$ cat src/rtl/ucsbece154b_mem_arbiter.sv
// Two-port (icache/dcache) line-fill arbiter in front of a single SDRAM read port.
// Round-robin on contention; one burst of BLOCK_WORDS beats in flight at a time.
module ucsbece154b_mem_arbiter #(
  parameter int unsigned BLOCK_WORDS = 4
) (
  input  logic        Clk,
  input  logic        Reset,
  input  logic        I_ReadRequest,
  input  logic [31:0] I_ReadAddress,
  output logic [31:0] I_DataOut,
  output logic        I_DataReady,
  output logic        I_DataLast,
  input  logic        D_ReadRequest,
  input  logic [31:0] D_ReadAddress,
  output logic [31:0] D_DataOut,
  output logic        D_DataReady,
  output logic        D_DataLast,
  output logic [31:0] MemReadAddress,
  output logic        MemReadRequest,
  input  logic [31:0] MemDataIn,
  input  logic        MemDataReady,
  output logic [1:0]  Grant,
  output logic        Busy
);

  localparam int unsigned BEAT_W   = $clog2(BLOCK_WORDS);
  localparam int unsigned OFFSET_W = BEAT_W + 2;
  localparam logic [31:0] LINE_MASK = ~((32'(1) << OFFSET_W) - 32'd1);
  localparam logic [BEAT_W-1:0] LAST_BEAT = BEAT_W'(BLOCK_WORDS - 1);

  typedef enum logic {IDLE, BURST} state_t;

  state_t              state_q, state_d;
  logic [1:0]          grant_q, grant_d;
  logic [31:0]         addr_q, addr_d;
  logic [BEAT_W-1:0]   beat_q, beat_d;
  logic                ptr_q, ptr_d;      // 0 = icache next on contention, 1 = dcache
  logic                pick_d;
  logic                last_beat;

  assign last_beat = (state_q == BURST) && MemDataReady && (beat_q == LAST_BEAT);

  // State and burst-context registers
  always_ff @(posedge Clk) begin
    if (Reset) begin
      state_q <= IDLE;
      grant_q <= 2'b00;
      addr_q  <= 32'd0;
      beat_q  <= '0;
      ptr_q   <= 1'b0;
    end else begin
      state_q <= state_d;
      grant_q <= grant_d;
      addr_q  <= addr_d;
      beat_q  <= beat_d;
      ptr_q   <= ptr_d;
    end
  end

  // Next-state: arbitrate in IDLE, count beats in BURST
  always_comb begin
    state_d = state_q;
    grant_d = grant_q;
    addr_d  = addr_q;
    beat_d  = beat_q;
    ptr_d   = ptr_q;
    pick_d  = D_ReadRequest & (~I_ReadRequest | ptr_q);
    unique case (state_q)
      IDLE: begin
        if (I_ReadRequest || D_ReadRequest) begin
          state_d = BURST;
          grant_d = pick_d ? 2'b10 : 2'b01;
          addr_d  = (pick_d ? D_ReadAddress : I_ReadAddress) & LINE_MASK;
          beat_d  = '0;
        end
      end
      BURST: begin
        if (MemDataReady) begin
          beat_d = beat_q + BEAT_W'(1);
        end
        if (last_beat) begin
          state_d = IDLE;
          grant_d = 2'b00;
          // point at whoever was not just served
          ptr_d   = grant_q[0];
        end
      end
      default: state_d = IDLE;
    endcase
  end

  // Outputs: beat routing to the granted side only
  always_comb begin
    I_DataOut   = 32'd0;
    I_DataReady = 1'b0;
    I_DataLast  = 1'b0;
    D_DataOut   = 32'd0;
    D_DataReady = 1'b0;
    D_DataLast  = 1'b0;
    if (state_q == BURST) begin
      if (grant_q[0]) begin
        I_DataOut   = MemDataIn;
        I_DataReady = MemDataReady;
        I_DataLast  = last_beat;
      end
      if (grant_q[1]) begin
        D_DataOut   = MemDataIn;
        D_DataReady = MemDataReady;
        D_DataLast  = last_beat;
      end
    end
  end

  assign MemReadRequest = (state_q == BURST);
  assign Busy           = (state_q == BURST);
  assign Grant          = grant_q;
  assign MemReadAddress = addr_q;

endmodule

$ cat config.mk
export PLATFORM = sky130hd
export DESIGN_NAME = ucsbece154b_mem_arbiter
export DESIGN_NICKNAME = d
export VERILOG_FILES = /design/src/rtl/ucsbece154b_mem_arbiter.sv
export SDC_FILE = /design/constraint.sdc
export NUM_CORES = 1
export LEC_CHECK = 0
export CAP_MARGIN = 5
export CORE_ASPECT_RATIO = 1.25
export CORE_MARGIN = 2
export CORE_UTILIZATION = 34
export CTS_CLUSTER_SIZE = 10
export DETAILED_ROUTE_END_ITERATION = 8
export GPL_ROUTABILITY_DRIVEN = 0
export GPL_TIMING_DRIVEN = 0
export PLACE_DENSITY_LB_ADDON = 0.1
export RECOVER_POWER = 50
export SLEW_MARGIN = 20
export SYNTH_ARGS = -nofsm -noshare
export SYNTH_HDL_FRONTEND = slang
export SYNTH_SLANG_ARGS = --single-unit
$ cat constraint.sdc
create_clock -name Clk -period 4.15 [get_ports Clk]
set_clock_uncertainty 0.2 [all_clocks]
set_input_delay 0.415 -clock Clk [delete_from_list [all_inputs] [get_ports Clk]]
set_output_delay 0.415 -clock Clk [all_outputs]
set_load 0.03 [all_outputs]
==> impl_metrics.toml <==
[floorplanning]
num_io_pins = 205
num_rows = 33
die_area_sq_mm = 0.00730
core_area_sq_mm = 0.00648
initial_utilization = 0.347
die_h_um = 95.0
die_width_um = 76.8

[logic_synthesis]
synth_warnings = 0
synth.avg_cell_area_sq_um = 7.90
postSynthCellCount = 285
synth_cell_types = 27
syn-cell-area_sq_mm = 0.00225
ys_seq_area_frac = 0.302
synth_seq_cells = 34

[worst_setup_path]
cp_max_fo = 10
worstSetupStartpoint = "Busy$_SDFF_PP0_"
crit_type = "reg -> out"
r2r-end = "MemReadAddress[17]$_SDFFE_PP0P_"
cp.arrival_ns = 2.25
ff2ff_setup_slack_ns = 2.11
end_kind = "output port"
worst_ep_required_time_ns = 3.53
start_kind = "flip-flop"
r2r-start = "ptr_q$_SDFFE_PP0P_"
rr_worst_depth = 5

[power]
cellLeakagePower_nw = 1.85
p_per_area_mw_per_mm2 = 266
vdd_drop_max_mv = 0.241

[final_layout]
layout-drive-gt1-share = 0.0905
antennaDiodeCount = 0
n_fill_cell = 584
final_cells = 573
area_delta_synth_final_pct = 94.2
nets = 587

[drt]
drt_wl_total_mm = 9.17
via_per_inst = 5.22
drcViolationCount = 0
drt.antenna.violating_nets = 0
vias = 2992
drt_iter0_drc = 103
wl_per_cell_um = 16.0
dr.pass1.iters = 4

[placed_design]
hpwl_mm = 7.23
port-buffer-count = 190
dpl.cell_count = 565

[hold_path]
holdPathEnd = "beat_q[0]$_SDFFE_PP0P_"
hold_class = "reg -> reg"
min_from = "beat_q[0]$_SDFFE_PP0P_"
min_delay_path_depth = 1

[clock_tree]
root_buffer = "clkbuf_8"
htreeDepth = 2
cts_hold_buffers = 0
tritoncts = "yes"
clockBufferDepth = 2
cts_setup_buffers = 0
clkTransAtPathRegs_ns = 0.08
cts_resized = 0
cts.sink_count = 34
cts_buffers = 5
clock_latency_ns = 0.29

[grt]
use_met3 = 0.0650
grt_pass1_vias = 2817
grt_pass1_wl_mm = 14.1
antenna_found_initial = 0
gr-total-overflow = 0
top_usage_layer = "met2"
grt_util_met2 = 0.436
groute.usage.overall = 0.242
grt_start_max_net_pins = 12
met1_usage = 0.277

[timing]
setup_viol = 0
timing.final.crit_period_ns = 2.86
rsz0062_at_grt = "false"
worstMarginPinSlew_ns = 0.664
fin_crit_sh = 0.690
slew_viol_final = 0
slew_headroom = 0.557
finalSetupTns_ns = 0
hold_viol = 0
fmax_mhz = 349

[job]
drv_cap = 0

[status]
status = "finished, final reports clean"
-- cell type report --
| class | count | area [sq um] | share of cell area |
|---|---|---|---|
| clock inverters | 2 | 60.1 | 0.0137 |
| multi-input cells | 210 | 1310 | 0.300 |
| flip-flops and latches | 34 | 681 | 0.156 |
| plain buffers | 42 | 219 | 0.0501 |
| inverters | 2 | 7.51 | 0.00172 |
| repair buffers | 190 | 1900 | 0.435 |
| well taps | 87 | 109 | 0.0249 |
| clock buffers | 6 | 82.6 | 0.0189 |
-- metal layers --
layer  wire length, um  up-vias
met5                 0        -
met4               184        0
met3               766       16
met2              4640      138
met1              3590     1395
li1                  -     1443
-- kinds of logic (layout without fill, tap and decap cells) --
family	Yosys count	count (layout)	synth area share
AOI/OAI and AO/OA	69	69	0.261
adders and majority gates	1	1	0.00555
buffers and inverters	44	242	0.106
DFF	34	34	0.302
other	1	4	0.00167
and+or+nand+nor	136	136	0.324
-- critical path, stage by stage (launching register included) --
cell and delay (ns):
dfxtp_1 0.44, buf_2 0.25, clkbuf_1 0.33, and3_1 0.23
clkdlybuf4s50_1 0.69
-- cell usage in the layout, fill, tap and decap left out, types with 14 or more instances in the layout --
cell type        synthesis  layout
clkdlybuf4s50_1          0     155
and3_1                  64      64
dlygate4sd3_1            0      35
dfxtp_1                 34      34
nor2_1                  33      33
nand3_1                 30      30
o21ai_1                 29      28
clkbuf_1                20      24
a311oi_2                19      15
a311oi_1                10      14
-- worst max-delay path by stage --
| stage | to | slack (ns) | cells after the start |
|---|---|---|---|
| final | I_DataOut[2] | 1.29 | 4 |
| after global routing | D_DataOut[28] | 1.17 | 4 |
| after CTS | D_DataOut[28] | 1.26 | 4 |
| after detailed placement | D_DataOut[28] | 1.59 | 4 |
| after global placement | D_DataOut[28] | 1.59 | 4 |
| after floorplan | D_DataOut[0] | 2.19 | 3 |
-- Yosys cell counts (all sizes together) --
cell type  count  area [sq um]
and3          64           400
or3            1          6.26
dfxtp         34           681
and2b          1          10.0
conb           1          3.75
nand2b         1          6.26
buf           22           156
nand3         30           150
a2bb2oi        1          8.76
clkbuf        20          75.1
o21ba          1          10.0
nor2          33           124
o21ai         31           155
a311oi        29           373
nand2          4          15.0
nor3           1          10.0
a21boi         1          7.51
ha             1          12.5
a21oi          5          25.0
a211oi         1          7.51
inv            2          7.50
nand3b         1          7.51
-- registers in the layout (all words and copies together) (netlist names) --
register        count
Grant               2
MemReadAddress     28
beat_q              2
Busy                1
ptr_q               1
-- power by group --
part	leakage (nW)	internal, mW	switching, mW
Combinational	1.50	0.190	0.216
Sequential	0.282	0.354	0.0160
Clock	0.0714	0.256	0.130
Total	1.85	0.800	0.362
-- metrics by stage --
| step | hold slack, ns | instance area (sq um) | power, mW | utilization | setup slack (ns) |
|---|---|---|---|---|---|
| final | 0.285 | 4370 | 1.16 | 0.675 | 1.29 |
| after global routing | 0.329 | 4370 | 1.21 | 0.675 | 1.17 |
| after CTS | 0.282 | 4420 | 1.18 | 0.681 | 1.26 |
| after detailed placement | 0.267 | 4270 | 0.799 | 0.659 | 1.59 |
| after global placement | 0.263 | 4270 | 0.794 | 0.659 | 1.59 |
| after floorplan | 0.245 | 2260 | 0.596 | - | 2.19 |
No activity file was read; power rests on OpenSTA's default activity.
